--- src/rtl/bpu_pkg.sv ---
// Shared branch-predictor types, constants and helpers.
// Latency: n/a (package only).
// Backpressure: n/a (package only).
`ifndef _BHT_DATA_WIDTH
`define _BHT_DATA_WIDTH 8
`endif

package bpu_pkg;

  typedef logic [1:0] pht_cnt_t;

  localparam pht_cnt_t PHT_CNT_INIT = 2'b01;
  localparam pht_cnt_t PHT_CNT_MAX  = 2'b11;
  localparam pht_cnt_t PHT_CNT_MIN  = 2'b00;

  typedef enum logic {
    PHT_ST_INIT,
    PHT_ST_READY
  } pht_state_e;

  // Saturating 2-bit step: taken moves toward strong-T, not-taken toward strong-NT.
  function automatic pht_cnt_t pht_cnt_next(input pht_cnt_t cnt, input logic taken);
    pht_cnt_t nxt;
    nxt = cnt;
    if (taken) begin
      if (cnt != PHT_CNT_MAX) nxt = cnt + 2'd1;
    end else begin
      if (cnt != PHT_CNT_MIN) nxt = cnt - 2'd1;
    end
    return nxt;
  endfunction

endpackage

--- src/rtl/pht_ram.sv ---
// 1R1W counter array, depth 2^ADDR_WIDTH x 2 bits, synchronous read.
// Latency: read data valid 1 cycle after re; write lands at the clock edge.
// Backpressure: none; read data holds while re is low, same-address read returns old data.
module pht_ram
  import bpu_pkg::*;
#(
  parameter int ADDR_WIDTH = 10
) (
  input  logic                  clk,
  input  logic                  rst_n,
  input  logic                  re,
  input  logic [ADDR_WIDTH-1:0] raddr,
  output pht_cnt_t              rdata,
  input  logic                  we,
  input  logic [ADDR_WIDTH-1:0] waddr,
  input  pht_cnt_t              wdata
);

  localparam int DEPTH = 1 << ADDR_WIDTH;

  pht_cnt_t mem [DEPTH];

  // Array write; contents are established by the post-reset sweep, not by reset.
  always_ff @(posedge clk) begin
    if (we) mem[waddr] <= wdata;
  end

  // Registered read port; holds its last value between reads.
  always_ff @(posedge clk or negedge rst_n) begin
    if (!rst_n) begin
      rdata <= PHT_CNT_INIT;
    end else if (re) begin
      rdata <= mem[raddr];
    end
  end

endmodule

--- src/rtl/pht.sv ---
// Pattern history table: 2-bit saturating counters indexed by pc ^ bhr; PHT_BYPASS_EN forwards U1 writes to reads.
// Latency: prediction 1 cycle after rd_valid; update written at end of the cycle after upd_valid.
// Backpressure: none; rd_valid/upd_valid are dropped while init_busy is high during the clear sweep.
module pht
  import bpu_pkg::*;
#(
  parameter int ADDR_WIDTH = 10,
  parameter int HIST_WIDTH = `_BHT_DATA_WIDTH
) (
  input  logic                  clk,
  input  logic                  rst_n,
  output logic                  init_busy,
  input  logic                  rd_valid,
  input  logic [31:0]           rd_pc,
  input  logic [HIST_WIDTH-1:0] rd_hist,
  output logic                  pred_valid,
  output logic                  pred_taken,
  output logic [1:0]            pred_cnt,
  input  logic                  upd_valid,
  input  logic [31:0]           upd_pc,
  input  logic [HIST_WIDTH-1:0] upd_hist,
  input  logic                  upd_taken
);

  typedef logic [ADDR_WIDTH-1:0] idx_t;

  // Index hash shared by lookups and updates; history is zero-extended.
  function automatic idx_t pht_hash(input logic [31:0] pc, input logic [HIST_WIDTH-1:0] hist);
    idx_t hext;
    hext = '0;
    hext[HIST_WIDTH-1:0] = hist;
    return pc[ADDR_WIDTH+2:3] ^ hext;
  endfunction

  pht_state_e state_q, state_d;
  idx_t       sweep_q, sweep_d;
  logic       ready;

  idx_t       rd_idx, upd_idx;
  logic       rd_fire, upd_fire;

  logic       u1_vld;
  idx_t       u1_idx;
  logic       u1_taken;
  logic       fwd_hit;
  pht_cnt_t   fwd_cnt;
  pht_cnt_t   u1_old, u1_new;

  pht_cnt_t   rd_rdata, upd_rdata;
  logic       wr_en;
  idx_t       wr_addr;
  pht_cnt_t   wr_data;

  logic       unused_pc;
  assign unused_pc = ^{rd_pc, upd_pc};

  assign ready    = (state_q == PHT_ST_READY);
  assign rd_idx   = pht_hash(rd_pc, rd_hist);
  assign upd_idx  = pht_hash(upd_pc, upd_hist);
  assign rd_fire  = rd_valid & ready;
  assign upd_fire = upd_valid & ready;

  // Sweep state and pointer registers.
  always_ff @(posedge clk or negedge rst_n) begin
    if (!rst_n) begin
      state_q <= PHT_ST_INIT;
      sweep_q <= '0;
    end else begin
      state_q <= state_d;
      sweep_q <= sweep_d;
    end
  end

  // Sweep FSM: walk every entry once, then stay READY until reset.
  always_comb begin
    state_d   = state_q;
    sweep_d   = sweep_q;
    init_busy = 1'b0;
    case (state_q)
      PHT_ST_INIT: begin
        init_busy = 1'b1;
        sweep_d   = sweep_q + 1'b1;
        if (sweep_q == '1) state_d = PHT_ST_READY;
      end
      PHT_ST_READY: begin
        state_d = PHT_ST_READY;
      end
      default: begin
        state_d = PHT_ST_INIT;
      end
    endcase
  end

  // U0 -> U1: capture the update and note whether the update now in U1 hits the same entry.
  always_ff @(posedge clk or negedge rst_n) begin
    if (!rst_n) begin
      u1_vld   <= 1'b0;
      u1_idx   <= '0;
      u1_taken <= 1'b0;
      fwd_hit  <= 1'b0;
      fwd_cnt  <= PHT_CNT_INIT;
    end else begin
      u1_vld <= upd_fire;
      if (upd_fire) begin
        u1_idx   <= upd_idx;
        u1_taken <= upd_taken;
        fwd_hit  <= u1_vld && (u1_idx == upd_idx);
        fwd_cnt  <= u1_new;
      end
    end
  end

  // U1: the array read is stale when the previous update wrote this entry, so take its result instead.
  always_comb begin
    u1_old = fwd_hit ? fwd_cnt : upd_rdata;
    u1_new = pht_cnt_next(u1_old, u1_taken);
  end

  // Single write port shared between the clear sweep and U1 writes.
  always_comb begin
    wr_en   = 1'b0;
    wr_addr = sweep_q;
    wr_data = PHT_CNT_INIT;
    if (!ready) begin
      wr_en = 1'b1;
    end else if (u1_vld) begin
      wr_en   = 1'b1;
      wr_addr = u1_idx;
      wr_data = u1_new;
    end
  end

  // Two array copies written identically so lookup and update reads never contend.
  pht_ram #(.ADDR_WIDTH(ADDR_WIDTH)) u_ram_rd (
    .clk   (clk),
    .rst_n (rst_n),
    .re    (rd_fire),
    .raddr (rd_idx),
    .rdata (rd_rdata),
    .we    (wr_en),
    .waddr (wr_addr),
    .wdata (wr_data)
  );

  pht_ram #(.ADDR_WIDTH(ADDR_WIDTH)) u_ram_upd (
    .clk   (clk),
    .rst_n (rst_n),
    .re    (upd_fire),
    .raddr (upd_idx),
    .rdata (upd_rdata),
    .we    (wr_en),
    .waddr (wr_addr),
    .wdata (wr_data)
  );

  // Prediction valid strobe, one cycle after an accepted lookup.
  always_ff @(posedge clk or negedge rst_n) begin
    if (!rst_n) begin
      pred_valid <= 1'b0;
    end else begin
      pred_valid <= rd_fire;
    end
  end

`ifdef PHT_BYPASS_EN
  logic     byp_q;
  pht_cnt_t byp_cnt_q;

  // Capture the U1 result when a lookup hits the entry being written this cycle.
  always_ff @(posedge clk or negedge rst_n) begin
    if (!rst_n) begin
      byp_q     <= 1'b0;
      byp_cnt_q <= PHT_CNT_INIT;
    end else if (rd_fire) begin
      byp_q     <= u1_vld && (u1_idx == rd_idx);
      byp_cnt_q <= u1_new;
    end
  end

  assign pred_cnt = byp_q ? byp_cnt_q : rd_rdata;
`else
  assign pred_cnt = rd_rdata;
`endif

  assign pred_taken = pred_cnt[1];

endmodule
--- config.mk ---
export PLATFORM = sky130hd
export DESIGN_NAME = pht
export DESIGN_NICKNAME = d
export VERILOG_FILES = /design/src/rtl/bpu_pkg.sv /design/src/rtl/pht_ram.sv /design/src/rtl/pht.sv
export SDC_FILE = /design/constraint.sdc
export NUM_CORES = 2
export LEC_CHECK = 0
export CAP_MARGIN = 40
export CORE_MARGIN = 2
export CORE_UTILIZATION = 60
export CTS_BUF_LIST = sky130_fd_sc_hd__clkbuf_16
export CTS_CLUSTER_DIAMETER = 100
export CTS_CLUSTER_SIZE = 40
export DETAILED_ROUTE_END_ITERATION = 8
export PLACE_DENSITY = 0.76
export SYNTH_ARGS = -nofsm -noshare
export SYNTH_HDL_FRONTEND = slang
export SYNTH_SLANG_ARGS = --single-unit
--- constraint.sdc ---
create_clock -name clk -period 32.3 [get_ports clk]
set_clock_uncertainty 0.05 [all_clocks]
set_input_delay 6.46 -clock clk [delete_from_list [all_inputs] [get_ports clk]]
set_output_delay 6.46 -clock clk [all_outputs]
set_load 0.03 [all_outputs]
Yosys cells after proc, flatten, opt, wreduce, memory -nomap -nowiden. Memories as Yosys holds them, arrays and structs flattened. A register that Yosys moved wholly into a read port is not among the register bits. Cells that the tools add are included.

Flip-flop bits (word level): 27. Bits in latches: 0. Memory bits (writable): 4096. ROM bits: 0. Bits of input ports: 85. Output and inout port bits: 5. Logic and storage cells: 40. Memories: 2.

Memory list: u_ram_rd.mem (depth 1024, bits a word 2, read ports 1, clocked after memory_dff 1, wr ports 1, line pht_ram.sv:21) `pht_cnt_t mem [DEPTH];`; u_ram_upd.mem (depth 1024, bits a word 2, read ports 1, clocked after memory_dff 1, wr ports 1, line pht_ram.sv:21).

$add $sub $neg: 3. $mul: 0. Div/mod/pow operators: 0. Order comparisons: 0. Eq/ne operators: 3. Shift operators: 0. Multiplexer cells: 15. Bitwise logic cells: 5. Reduce and logical (&&, ||, !) cells: 4.

Operators with widths (count): 10-bit two-way mux (2); 10-bit by 8-bit XOR with 10-bit output (2); 2-bit two-way mux (6); 10-bit by 1-bit adder with 10-bit output (second input constant) (1); 10-bit == test (1); 10-bit == test (second input constant) (1); 1-bit two-way mux (6); 2-bit by 1-bit adder with 2-bit output (second input constant) (1); 1-bit AND (2); 1-bit logical NOT (2); 2-bit inequality test (second input constant) (1); 1-bit one-hot mux with 2 select lines (1); 2-bit nonzero test (1); 2-bit by 1-bit subtractor with 2-bit output (second input constant) (1); 1-bit logical AND (1); 1-bit NOT (1).

Depth between registers and ports, before layout.
Depth after elaboration: 6. Mapped depth: 15. Mapped depth without buffers: 9.

By module. From an unflattened synthesis, not the netlist that was laid out.

Cells, all modules: 9798. Area, all modules: 170203.2 sq um.

Modules (own cells, without submodules): pht_ram (instances 2, cells an instance 4825, area each 84278.3 sq um, seq. area each 61550.3 sq um); pht (instances 1, cells an instance 148, area each 1646.6 sq um, seq. area each 676.9 sq um).

Worst setup path after synthesis. No wires, ideal clock.

Path kind: flip-flop to flip-flop. Start point: register state_q, in the netlist ready. End point: memory u_ram_rd.mem[1012][1] (netlist bit), data pin. Library setup time: 4.944 ns. Arrival time: 24.584 ns. Data required time: 27.306 ns. Setup slack: 2.721 ns. Cell stages (with the launch flop): 5. Buffers on the path: 2. Period minus slack after synthesis: 29.579 ns. Cells stage by stage: dfrtp_1 > clkbuf_1 > nand2_1 > clkbuf_1 > nor2_1.

Longest elaborated chain between the ends: 1.

Ends and longest elaborated chain: start, declared (line pht.sv:35) `pht_state_e state_q, state_d;`; start signal, assigned (line pht.sv:69) `state_q <= state_d;`; 2-bit two-way mux (line pht.sv:124) `if (!ready) begin`; named net u_ram_rd.wdata[1] (line pht_ram.sv:16) `input pht_cnt_t wdata`; end, declared (line pht_ram.sv:21).

The timed path passes the listed nets, and every way through them passes these cells.

Final worst setup path.
Start point: input port upd_hist[1]. End point: register u_ram_upd.rdata[0], read port of u_ram_upd.mem.

Longest elaborated chain between the ends: 1.

Ends and longest elaborated chain: start, declared (line pht.sv:21) `input logic [HIST_WIDTH-1:0] upd_hist,`; 10-bit by 8-bit XOR with 10-bit output (line pht.sv:32) `return pc[ADDR_WIDTH+2:3] ^ hext;`; end, declared (line pht_ram.sv:13) `output pht_cnt_t rdata,`.

No other way between the ends. A chain may end at the register's enable or synchronous reset.

==> impl_metrics.tcl <==
set metrics [dict create \
    outcome "completed" \
    critPathRequiredTime_ns 33.02 \
    final_cell_mix "edfxtp_1 (2048), nor2_1 (1129), mux4_2 (895)" \
    fin_crit_ns 12.78 \
    drt-wirelength-per-cell_microns 37.5 \
    r2r_end "u_ram_upd.mem[900][0]" \
    min-delay-start "fwd_cnt[0]" \
    path_buf_inv 6 \
    hpwlAfterDp_microns 207000 \
    dr_wl_met2_microns 146000 \
    placed_area_sq_mm 0.106 \
    fp.dieArea_sq_mm 0.173 \
    root_buffer "clkbuf_16" \
    clk_latency_ns 0.86 \
    cap_violations 0 \
    ys.flop_type "edfxtp_1" \
    slew_violations 0 \
    synth_edf_count 2048 \
    dp.cells 8819 \
    power.density_mw_per_mm2 43.5 \
    cts.path.max_buffers 3 \
    drt_iter0_markers 13766 \
    fin_cells 8915 \
    async_flop_share 0.0149 \
    r2r_slack_ns 27.60 \
    r2r_cells 6 \
    crit_family "buffers and inverters" \
    dr_total_vias 69556 \
    syn-cell-area_sq_mm 0.102 \
    final_common_cell "edfxtp_1" \
    yosysTopAreaCell "edfxtp_1" \
    synth_top_cell_area_share 0.603 \
    worstSetupStartpointType "input pin" \
    cts-resized-gates 0 \
    min_to "fwd_cnt[0]" \
    htreeDepth 2 \
    drt_wl_total_microns 334000 \
    min_path_type "flip-flop to flip-flop" \
    setup_viol_count_final 0 \
    grt_max_degree 297 \
    fin_area_sq_mm 0.108 \
    viasPerCell 7.80 \
    synth_cell_types 77 \
    r2r_start "ready" \
    layout_setup_ws_ns 19.52 \
    fin_nets 6755 \
    p_leak_nw 32.0 \
    start_util 0.603 \
    cpPeakStageDelay_ns 0.79 \
    syn_to_final_growth_pct 5.64 \
    path_class "input pin to flip-flop" \
    antenna_found_initial 19 \
    finalPower_mw 4.69 \
    timing.fmax_ghz 0.0783 \
    die_w_microns 416 \
    endpoint_kind "flip-flop" \
    irDropWorstVdd_uv 50.3 \
    fin_crit_sh 0.396 \
    post-cts-setup-buffer-count 0 \
    syn-num-nets 6967 \
    hold_ws_ns 0.460 \
    synthTopCellsByArea "edfxtp_1 (60%), mux4_2 (20%), nor2_1 (4.2%)" \
    route.layer.met1.wl_microns 101000 \
    slowest_stage "buf_4" \
    slew_headroom 0.105 \
    final_util 0.637 \
    arrival_ns 13.50 \
    ioPinCount 90 \
    drc 0 \
    hold_viol 0 \
    grt-ovfl-total 0 \
    place_congestion 0.997 \
    synth_area_per_cell_sq_um 14.8 \
    rows 151 \
    die_y_microns 416 \
    final_layout_size_suffix_gt1_frac 0.203 \
    cts_tree "built" \
    dp_worst_setup_slack_ns 18.91 \
    tightestPinTransition_ns 1.34 \
    grt_use_total 0.384 \
    whs_path_depth 2 \
    grt_pass1_vias 67273 \
    met3_length_microns 56900 \
    grt_pass1_wl_microns 472000 \
    worstPathMaxFanout 102 \
    core_sq_mm 0.169 \
    ys_seq_area_frac 0.610 \
    syn-instance-count 6881 \
    top_layer "met5" \
    ys_warn_count 0 \
    cpMostUsedCell "buf_4" \
    tns_ns 0 \
    cts_inserted_buffers 60 \
    drt_first_pass_iters 9 \
    ctsHoldBuffers 0 \
    portBuffers 45 \
    rsz0062_at_grt "no" \
    ant_nets 0 \
    cts.reportedPaths.clkPinSlew_ns 0.15 \
    clkSinkCount 2079 \
    crit_path_cell_trace "clkdlybuf4s50_1 -> xor2_4 -> buf_4 -> buf_12 -> buf_4 -> buf_4 -> buf_4 -> mux4_2 -> a22oi_1 -> a21oi_1 -> o21a_1 -> a211oi_2 -> o32ai_1 -> or4_1 -> o221a_2" \
    ys_ff_latch 2079 \
]
[how the worst max path moves through the flow]
| stage | slack, ns | start | end | depth (start not counted) |
|---|---|---|---|---|
| 5_1_grt | 19.52 | upd_hist[1] | u_ram_upd.rdata[0] | 15 |
| 6_report | 19.52 | upd_hist[1] | u_ram_upd.rdata[0] | 15 |
| 3_5_place_dp | 18.91 | upd_hist[1] | u_ram_upd.rdata[0] | 15 |
| 4_1_cts | 19.72 | upd_hist[1] | u_ram_upd.rdata[0] | 15 |
| 3_3_place_gp | 18.85 | rd_hist[0] | u_ram_rd.rdata[0] | 14 |
| 2_1_floorplan | 2.72 | ready | u_ram_rd.mem[1012][1] | 4 |
[routing by layer]
layer  global-route usage  vias up
met3                0.142     1635
met2                0.559     6761
li1                     -    26576
met4                0.259       30
met1                0.483    34554
met5              0.00306        -
[synthesized netlist by cell type, types with 17 or more instances]
cell type  number
edfxtp_1     2048
nor2_1       1146
mux4_2        895
nand2_1       803
nand3_1       323
clkbuf_1      306
mux2i_1       141
a22oi_1       123
a21oi_1       121
buf_2         115
nand4_1        95
buf_1          75
buf_4          73
nor3_1         59
a31oi_1        50
o21ai_0        46
a32oi_1        40
xnor2_1        33
o2111ai_1      30
dfrtp_1        28
buf_6          26
nor4_1         23
o22ai_1        20
a211oi_1       19
a221oi_1       19
and3_1         18
o211ai_1       18
a22o_1         17
[cells by family (layout without fill, tap and decap cells)]
family	count (synthesis)	after routing	synth area share
AO/OA/AOI/OAI	582	582	0.0402
XOR/XNOR	51	51	0.00453
adder cells (fa/ha/maj)	1	1	0.000123
buffers and inverters	604	411	0.0285
flip-flops	2079	2079	0.610
multiplexers	1054	1054	0.214
other	0	9	0
AND/OR/NAND/NOR	2510	2510	0.102
[registers in the layout (all words and copies together) (netlist names)]
register / count
fwd_hit: 1
u_ram_upd.mem: 2046
pred_valid: 1
u_ram_rd.rdata: 2
u_ram_upd.rdata: 2
u1_vld: 1
u1_taken: 1
fwd_cnt: 2
ready: 1
sweep_q: 10
u_ram_rd.mem: 2
u1_idx: 10
[cell type report]
cell class / instances / area [sq um]
sequential: 2079 / 62300
fill: 11564 / 61300
multi-input combinational: 4198 / 37600
timing repair buffer: 324 / 3310
tap: 2218 / 2780
clock buffer: 64 / 1600
clock inverter: 17 / 161
inverter: 6 / 22.5
antenna: 9 / 22.5
[report_power, final]
part / internal (mW) / leakage (nW) / switching (mW) / total, mW
clock network: 0.367 / 0.891 / 0.785 / 1.15
logic: 0.185 / 11.8 / 0.442 / 0.627
registers: 2.91 / 19.3 / 0 / 2.91
[tightest hold or removal path, delay by kind of cell, from the launching register on]
family / cells / cell delay (ns)
flops: 1 / 0.41
compound gates: 1 / 0.07
simple gates: 1 / 0.05
(Power assumes the default switching activity.)
